`config.mk`:
```
export PLATFORM = sky130hd
export DESIGN_NAME = apb_decoder_n
export DESIGN_NICKNAME = d
export VERILOG_FILES = /design/src/rtl/apb_decoder_n.sv
export SDC_FILE = /design/constraint.sdc
export NUM_CORES = 1
export LEC_CHECK = 0
export CORE_ASPECT_RATIO = 1.2
export CORE_MARGIN = 4
export CORE_UTILIZATION = 34
export CTS_CLUSTER_DIAMETER = 120
export CTS_CLUSTER_SIZE = 8
export DETAILED_ROUTE_END_ITERATION = 8
export PLACE_DENSITY = 0.86
export SLEW_MARGIN = 15
export SYNTH_ARGS = -nofsm -noshare
export SYNTH_HDL_FRONTEND = slang
export SYNTH_SLANG_ARGS = --single-unit
```
`constraint.sdc`:
```
create_clock -name Pclk -period 4.3 [get_ports Pclk]
set_clock_uncertainty 0.2 [all_clocks]
set_input_delay 0.43 -clock Pclk [delete_from_list [all_inputs] [get_ports Pclk]]
set_output_delay 0.43 -clock Pclk [all_outputs]
set_load 0.005 [all_outputs]
```
`src/rtl/apb_decoder_n.sv`:
```
// APB address decoder and response multiplexer for one master and NSLV slaves.
// Decodes the address into equal-size regions, latches the selected slave for
// the whole transfer, and answers unmapped addresses and hung slaves itself
// with an error response so the master never stalls.
//
// state  | meaning
// -------+--------------------------------------------------------------
// IDLE   | no transfer; a setup cycle is decoded combinationally here
// ACCESS | transfer to slave sel_q in progress; waits for its ready
// ERR    | unmapped address; error response in the first enable cycle
module apb_decoder_n #(
  parameter int NSLV     = 4,
  parameter int AW       = 8,
  parameter int DW       = 16,
  parameter int RGN_BITS = 5,
  parameter int TIMEOUT  = 16
) (
  input  logic               Pclk,
  input  logic               Preset,
  input  logic               Pselx,
  input  logic               Penable,
  input  logic [AW-1:0]      Paddr,
  output logic [NSLV-1:0]    Psel_s,
  output logic               Penable_s,
  input  logic [NSLV-1:0]    Pready_s,
  input  logic [NSLV*DW-1:0] Prdata_s,
  output logic               Pready,
  output logic [DW-1:0]      Prdata,
  output logic               Pslverr
);

  localparam int SW = $clog2(NSLV);
  localparam int HW = AW - RGN_BITS;
  // A zero timeout disables the counter, but it still needs a legal width.
  localparam int CW = (TIMEOUT > 0) ? $clog2(TIMEOUT + 1) : 1;
  localparam logic [CW-1:0] CNT_LAST = CW'(TIMEOUT - 1);

  typedef enum logic [1:0] {
    IDLE   = 2'd0,
    ACCESS = 2'd1,
    ERR    = 2'd2
  } state_t;

  state_t          state_q, state_d;
  logic [SW-1:0]   sel_q, sel_d;
  logic [CW-1:0]   cnt_q, cnt_d;

  logic [HW-1:0]   hit;
  logic            mapped;
  logic            slv_ready;
  logic [DW-1:0]   slv_rdata;
  logic            unused_addr;

  // The region index is the address above the region offset; indices at or
  // beyond NSLV fall outside every slave.
  assign hit         = Paddr[AW-1:RGN_BITS];
  assign mapped      = (32'(hit) < 32'(NSLV));
  assign unused_addr = ^Paddr[RGN_BITS-1:0];

  assign slv_ready = Pready_s[sel_q];
  assign slv_rdata = Prdata_s[int'(sel_q)*DW +: DW];

  function automatic logic [NSLV-1:0] onehot(input logic [SW-1:0] idx);
    logic [NSLV-1:0] v;
    v      = '0;
    v[idx] = 1'b1;
    return v;
  endfunction

  // State, latched slave index and wait counter.
  always_ff @(posedge Pclk) begin
    if (Preset) begin
      state_q <= IDLE;
      sel_q   <= '0;
      cnt_q   <= '0;
    end else begin
      state_q <= state_d;
      sel_q   <= sel_d;
      cnt_q   <= cnt_d;
    end
  end

  // Next-state decode and all slave/master-facing outputs.
  always_comb begin
    state_d   = state_q;
    sel_d     = sel_q;
    cnt_d     = cnt_q;
    Psel_s    = '0;
    Penable_s = 1'b0;
    Pready    = 1'b0;
    Prdata    = '0;
    Pslverr   = 1'b0;
    case (state_q)
      IDLE: begin
        // Penable high here is a protocol violation and is simply ignored.
        if (Pselx && !Penable) begin
          if (mapped) begin
            Psel_s  = onehot(hit[SW-1:0]);
            sel_d   = hit[SW-1:0];
            cnt_d   = '0;
            state_d = ACCESS;
          end else begin
            state_d = ERR;
          end
        end
      end
      ACCESS: begin
        if (!Pselx) begin
          state_d = IDLE;
          cnt_d   = '0;
        end else begin
          Psel_s    = onehot(sel_q);
          Penable_s = Penable;
          Pready    = slv_ready;
          Prdata    = slv_rdata;
          // A slave that answers in the last allowed cycle beats the timeout.
          if (slv_ready) begin
            state_d = IDLE;
          end else if ((TIMEOUT != 0) && (cnt_q == CNT_LAST)) begin
            Pready  = 1'b1;
            Pslverr = 1'b1;
            Prdata  = '0;
            state_d = IDLE;
            cnt_d   = '0;
          end else begin
            cnt_d = cnt_q + CW'(1);
          end
        end
      end
      ERR: begin
        if (!Pselx) begin
          state_d = IDLE;
          cnt_d   = '0;
        end else if (Penable) begin
          Pready  = 1'b1;
          Pslverr = 1'b1;
          state_d = IDLE;
        end
      end
      default: begin
        state_d = IDLE;
      end
    endcase
  end

endmodule

```
; Word level (Yosys, flattened, before mapping)
; Cells that the tools add are included.
[totals]
ff_bits = 9
latch_bits = 0
ramBits = 0
mem_bits_ro = 0
input_bits = 80
output_inout_bits = 23
word_cells = 68
mem_count = 0
[classes]
n_addsub = 1
mul = 0
div_mod_pow = 0
magnitude_cmp = 5
eq_ne = 9
shift = 1
mux = 40
bitwise = 0
reduce_logical = 9
[ops]
columns = cell, count
row1 = two-way mux 16 bit, 4
row2 = variable part select 64 x 7 -> 16 bit, 1
row3 = two-way mux 5 bit, 6
row4 = one-hot mux 5 bit (3 select lines), 1
row5 = two-way mux 2 bit, 7
row6 = two-way mux 1 bit, 12
row7 = two-way mux 4 bit, 3
row8 = one-hot mux 4 bit (2 select lines), 1
row9 = less-than comparator 2 x 3 -> 1 bit (second input constant), 2
row10 = inequality test 2 bit (second input constant), 3
row11 = inequality test 3 bit (second input constant), 2
row12 = one-hot mux 2 bit (3 select lines), 1
row13 = AND reduction 3 bit, 2
row14 = adder 5 x 1 -> 5 bit (second input constant), 1
row15 = == test 5 x 4 -> 1 bit (second input constant), 1
row16 = AND reduction 5 bit, 1
row17 = demux 1 bit (select 2 bit), 2
row18 = greater-or-equal comparator 2 x 1 -> 1 bit (second input constant), 2
row19 = inequality test 4 bit (second input constant), 1
row20 = one-hot mux 1 bit (2 select lines), 2
row21 = logical AND 1 bit, 3
row22 = less-than comparator 3 bit (second input constant), 1
row23 = nonzero test 3 bit, 1
row24 = binary-select mux 1 bit (select 2 bit), 1
row25 = other kinds (4), 4

; Longest topological paths before layout
; Gate-level depths: netlist (run 1).
[depth]
word_depth = 7
ltp_mapped = 7
mapped_depth_nobuf = 6

; Least setup slack after synthesis (run 1)
; Ideal clock, no wire load.
[synth_path]
path_kind = input to output
start = in Pready_s[3]
end = out Prdata[10]
arrival_time_ns = 1.628
t_required_ns = 3.670
slack_ns = 2.042
path_stages = 4
n_path_buf = 1
cell_sequence = mux4_2 > o31ai_4 > buf_2 > nor2b_1
[synth_between]
elab_chain_cells = 5
[synth_rtl]
columns = item, line_no
row1 = from (decl), 25  ; input logic [NSLV-1:0] Pready_s,
row2 = binary-select mux 1 bit (select 2 bit), 60  ; assign slv_ready = Pready_s[sel_q];
row3 = two-way mux 1 bit (not written as such), 60
row4 = two-way mux 16 bit, 117  ; if (slv_ready) begin
row5 = two-way mux 16 bit, 108  ; if (!Pselx) begin
row6 = two-way mux 16 bit, 93  ; case (state_q)
row7 = to (decl), 28  ; output logic [DW-1:0] Prdata,
; No other way between the ends. The select of a mux whose other input is x is not followed.

; Final worst setup path (run 1)
[layout_path]
start = in Pready_s[3]
end = out Prdata[4]
; Same word-level chain as after synthesis.

==> qor.csv, run 1 <==
metric,value,unit
Via density,5.498,
Via Count,1380,
r2r worst-path depth,6,
final worst-path cycle share,0.7878,
antenna violations before repair,0,
Worst path max stage delay,640,ps
FF-to-FF End,cnt_q[3],
final hold slack,306.2,ps
nets@finish,300,
post-cts sizing count,0,
Cells after DPL,247,
CTS H-tree lvls,1,
clk_lat worst skew,280,ps
# fillers,241,
leak pwr,0.7180,nW
first-pass iteration count of the detailed router,4,
Inserted Clock Buffers,3,
remaining antenna violation count after routing,0,
Pins Over Slew Limit,0,
max_cap viols,0,
Synth area leader,mux4_2,
FP Rows,22,
number of DRC markers in iteration 0,31,
Synth top area share,0.3114,
top_reg_cell synth,dfxtp_1,
slew of the pin with the lowest slew margin,664.9,ps
Ports,103,
Worst Path Max Fanout,16,
utilization after layout,0.6905,
CP most frequent cell,clkdlybuf4s50_1,
total power per unit cell area,155.1,mW/mm^2
RSZ-0062 raised after global routing,no,
DR DRC count,0,
Final Wtd Congestion,0.8244,
Slew HR,0.5567,
grt ovf,0,
WHS Path Cells,2,
HPWL Detailed,3874,microns
final instance count without filler cells,251,
Die Area,0.004405,sq mm
post-synthesis register bit count,9,
first-pass GRT wire length,6913,microns
share of layout cells above drive strength 1,0.1116,
clock sink count,9,
Worst-path clk slew,70,ps
clk buf depth,2,
sw power,100.3,uW
crit path time final,3388,ps
"EDFF count, synth",0,
Avg WL per Cell,18.68,microns
combinational power share,0.521,
sequential share of power,0.264,
status,"complete, no violations",
Initial Utilization,0.3656,
Critical R2R Launch,state_q[0],
Mapped Cells,119,
Port Buf Inserts,97,
Worst path slowest cell,o31ai_4,
clock network fraction of total power,0.215,
peak supply drop,193.6,uV
Core ar.,0.003166,sq mm
crit path from,Pready_s[3],
Yosys cell types,38,
DRT Wirelength,4688,microns
kind of end point of the critical path,primary output,
syn_nets,203,
Post-synth ARST share,0,
"Seq/Total Area, Yosys",0.1557,
CTS Hold Bufs,0,
"setup slack, reg-to-reg",2190,ps
Area Growth Syn to Fin,88.87,%
critical-path cell list,"clkdlybuf4s50_1, mux4_2, o31ai_4, nor2b_1, clkdlybuf4s50_1",
number of global-route vias before repair,1426,
Post-Route Setup TNS,0,ps
Yosys warning count,0,
# Post-CTS Setup Buffers,0,
Synth area leaders,"mux4_2, dfxtp_1, nor2b_1, ha_1, nand2_1",
TritonCTS clock tree,built,
antenna diode count,0,
Final Hold Fails,0,
Peak Freq,0.2952,GHz
die extent in y,71.91,microns
Hold Path End,state_q[1],
Min-Delay Path Class,register to register,
Min-Delay Startpoint,state_q[1],
Die Wd,61.26,microns
synth cell count leaders,"nor2b_1, mux4_2, nand2_1",
Crit Path Category,input pin to primary output,
Clock Tree Root,clkbuf_4,
gr usage total,0.2088,
largest net degree at the start of global routing,22,
Worst Path Arrival,2760,ps
Sw Ratio,0.2961,
syn_area_per_cell,9.726,sq um
Synth Cell Area,0.001157,sq mm
Critical Path Start Type,input pin,
"Data required, critical path",3670,ps
# setup viols final,0,
Int Pwr,238.6,uW
most instantiated library cell after synthesis,nor2b_1,
-- power groups by stage --
stage	Sequential (mW)	Clock [mW]	Combinational, mW
global route	0.0897	0.0746	0.191
floorplan	0.0910	0	0.0776
CTS	0.0895	0.0725	0.177
finish	0.0895	0.0728	0.177
global placement	0.0911	0	0.169
detailed placement	0.0915	0	0.176
-- per-layer routing --
metal | track usage | share of wire | vias to the layer above
met4 | 0.08193 | 0.024 | 0
met2 | 0.4012 | 0.53 | 75
met5 | 0 | 0 | -
li1 | - | - | 653
met1 | 0.2007 | 0.33 | 641
met3 | 0.05338 | 0.12 | 11
-- worst max-delay path: cells and delay by family --
kind	cells	cell delay, ps
AND/OR/NAND/NOR	1	150
AO/OA/AOI/OAI	1	640
multiplexers	1	620
buffers and inverters	2	920
-- cell type report --
class,instances,area (sq um),share of cell area
clock buffers,4,26.28,0.01202
inverters,6,22.52,0.01030
multi-input cells,97,925.9,0.4236
flip-flops and latches,9,180.2,0.08243
well taps,36,45.04,0.02061
repair buffers,99,985.9,0.4511
-- worst max path at each step --
stage	to	slack, ps	cells after the start
after floorplan	Prdata[10]	2040	4
after global placement	Prdata[8]	920	5
after detailed placement	Prdata[8]	890	5
after CTS	Prdata[8]	900	5
after global routing	Prdata[4]	810	5
final	Prdata[4]	910	5
-- state kept, by name, indices dropped and copies added (netlist names) --
signal / count
cnt_q: 5
state_q: 2
sel_q: 2
-- kinds of logic (layout without fill, tap and decap cells) --
| family | after synthesis | in the layout | share of synthesized area |
|---|---|---|---|
| and+or+nand+nor | 50 | 50 | 0.2616 |
| buffers and inverters | 13 | 109 | 0.04433 |
| AOI/OAI and AO/OA | 24 | 24 | 0.1438 |
| adders and majority gates | 4 | 4 | 0.04324 |
| muxes | 19 | 19 | 0.3514 |
| DFF | 9 | 9 | 0.1557 |
-- layout by cell type, fill, tap and decap left out, types with 2 or more instances in the layout --
cell	instances
o22ai_1	2
nand3_1	4
o21ai_0	2
mux2i_1	2
nor2_1	2
a31oi_1	2
and2_1	2
mux4_2	16
clkdlybuf4s50_1	97
clkbuf_4	3
ha_1	4
buf_4	2
inv_1	6
a21oi_1	5
nand4b_1	2
nand2b_1	3
o211ai_1	2
dfxtp_1	9
nand2_1	10
nor2b_1	17
o21ai_1	4
a21boi_1	2
-- per-stage QoR --
| stage | setup WS (ps) | power [mW] | area, sq um |
|---|---|---|---|
| floorplan | 2042 | 0.1686 | 1157 |
| global placement | 917.8 | 0.2600 | 2160 |
| detailed placement | 894.7 | 0.2677 | 2160 |
| CTS | 896.5 | 0.3391 | 2186 |
| global route | 814.4 | 0.3557 | 2186 |
| finish | 912.5 | 0.3389 | 2186 |
(Power assumes the default switching activity.)
==> inputs of run 2 (changes only) <==
CORE_UTILIZATION = 28   (was 34)
PLACE_DENSITY = 0.75   (was 0.86)
clock period = 2.9 ns   (was 4.3 ns; I/O delays follow)
==> qor.csv, run 2 (synthesized netlist as in run 1, its figures left out) <==
metric,value,unit,change
HPWL Detailed,3710,microns,-4.2%
Via density,5.063,,-7.9%
share of layout cells above drive strength 1,0.1284,,+0.01681
Die Wd,66.69,microns,+8.9%
die extent in y,78.43,microns,+9.1%
Worst Path Arrival,2210,ps,-550 ps
final hold slack,303.5,ps,-2.708 ps
antenna violations before repair,0,,unchanged
CP most frequent cell,clkdlybuf4s50_1,,
Via Count,1377,,-0.22%
Min-Delay Path Class,register to register,,
area of the multi-input gates,925.9,sq um,unchanged
remaining antenna violation count after routing,0,,unchanged
clock sink count,9,,unchanged
CTS Hold Bufs,0,,unchanged
Pins Over Slew Limit,0,,unchanged
Post-Route Setup TNS,0,ps,unchanged
setup slack after layout,199.2,ps,-713.3 ps
critical-path cell list,"clkdlybuf4s50_1, mux4_2, o31ai_4, buf_12, nor2b_1, clkdlybuf4s50_1",,
"Data required, critical path",2410,ps,-1260 ps
DR DRC count,0,,unchanged
Port Buf Inserts,97,,unchanged
Worst path slowest cell,mux4_2,,
# fillers,369,,+53%
Inserted Clock Buffers,3,,unchanged
most flop-heavy register,cnt_q,,
Die Area,0.005231,sq mm,+19%
slew of the pin with the lowest slew margin,513.7,ps,-151.2 ps
kind of end point of the critical path,primary output,,
total power,550.8,uW,+63%
Cells after DPL,268,,+8.5%
Worst path max stage delay,560,ps,-80 ps
nets@finish,303,,+1.0%
# setup viols final,0,,unchanged
utilization after layout,0.5698,,-0.1207
grt ovf,0,,unchanged
total power per unit cell area,243.4,mW/mm^2,+57%
most frequent cells in the layout,"clkdlybuf4s50_1, nor2b_1, mux4_2, nand2_1, dfxtp_1",,
TritonCTS clock tree,built,,
Worst Path Max Fanout,16,,unchanged
Avg WL per Cell,16.13,microns,-14%
status,"complete, no violations",,
Crit Path Category,input pin to primary output,,
antenna diode count,0,,unchanged
CTS H-tree lvls,1,,unchanged
FP Rows,25,,+14%
number of global-route vias before repair,1389,,-2.6%
Final Wtd Congestion,0.7706,,-6.5%
"most common cell after layout, fill and taps aside",clkdlybuf4s50_1,,
r2r worst-path depth,6,,unchanged
crit path time final,2701,ps,
gr usage total,0.1626,,-0.04626
"setup slack, reg-to-reg",850,ps,-1340 ps
Critical Path Start Type,input pin,,
biggest regs,"cnt_q (5), sel_q (2), state_q (2)",,
largest net degree at the start of global routing,22,,unchanged
first-pass GRT wire length,6617,microns,-4.3%
Final Hold Fails,0,,unchanged
Core ar.,0.003973,sq mm,+25%
dpl ws,183.4,ps,-711.3 ps
max_cap viols,0,,unchanged
# Post-CTS Setup Buffers,0,,unchanged
Worst-path clk slew,50,ps,-20 ps
crit path from,Pready_s[3],,
Area Growth Syn to Fin,95.57,%,
CP Buf/Inv Count,3,,+1
peak supply drop,268.2,uV,+39%
final worst-path cycle share,0.9313,,
number of DRC markers in iteration 0,66,,+110%
Critical R2R Launch,state_q[0],,
Initial Utilization,0.2913,,-0.07427
clk_lat worst skew,240,ps,-40 ps
CP Capture Point,Prdata[0],,
sequential cell area,180.2,sq um,unchanged
FF-to-FF End,cnt_q[3],,
Slew HR,0.6575,,+0.1008
Peak Freq,0.3703,GHz,
first-pass iteration count of the detailed router,4,,unchanged
Crit path max-delay family,buffers and inverters,,
leak pwr,0.7492,nW,+4.4%
Ports,103,,unchanged
final instance count without filler cells,272,,+8.4%
DRT Wirelength,4386,microns,-6.4%
post-cts sizing count,0,,unchanged
Clock Tree Root,clkbuf_8,,
area of placed instances,0.002217,sq mm,+2.7%
RSZ-0062 raised after global routing,no,,
CP Depth,6,,+1
final instance area,0.002263,sq mm,+3.5%
max FFs per register,5,,unchanged
clk buf depth,2,,unchanged
[run 2: worst min path at each step]
stage,cells after the start,slack (ps),to,startpoint
finish,2,300,state_q[1],state_q[1]
global route,1,350,cnt_q[4],cnt_q[4]
CTS,2,300,state_q[1],state_q[1]
detailed placement,2,300,state_q[1],state_q[1]
global placement,2,290,state_q[1],state_q[1]
floorplan,2,240,sel_q[1],Paddr[6]
[run 2: area by class of cell]
cell class,count,area share
Timing Repair Buffer,102,0.4511
Multi-Input combinational cell,97,0.4091
Sequential cell,9,0.07960
Tap cell,54,0.02985
Clock buffer,3,0.01824
Inverter,6,0.009950
Clock inverter,1,0.002211
[run 2: where the power goes]
group / leakage, nW / internal [mW] / switching, mW
Sequential: 0.0729 / 0.129 / 0.00401
Clock: 0.0255 / 0.0943 / 0.0575
Combinational: 0.651 / 0.177 / 0.0883
Total: 0.749 / 0.401 / 0.150
[run 2: layer usage]
metal  wire length [microns]  part of all wire  track usage  vias to the layer above
met5                       0                 0            0                        -
met3                     640              0.15      0.07153                        5
li1                        -                 -            -                      659
met2                    2069              0.47       0.2917                       75
met4                      48             0.011      0.04065                        0
met1                    1628              0.37       0.1695                      638
[run 2: worst register-to-register path, delay by kind of cell (launching register included)]
family                   cells  cell delay [ps]
buffers and inverters        1               80
AO/OA/AOI/OAI                2              330
AND/OR/NAND/NOR              2              860
flip-flops                   1              320
adder cells (fa/ha/maj)      1              180
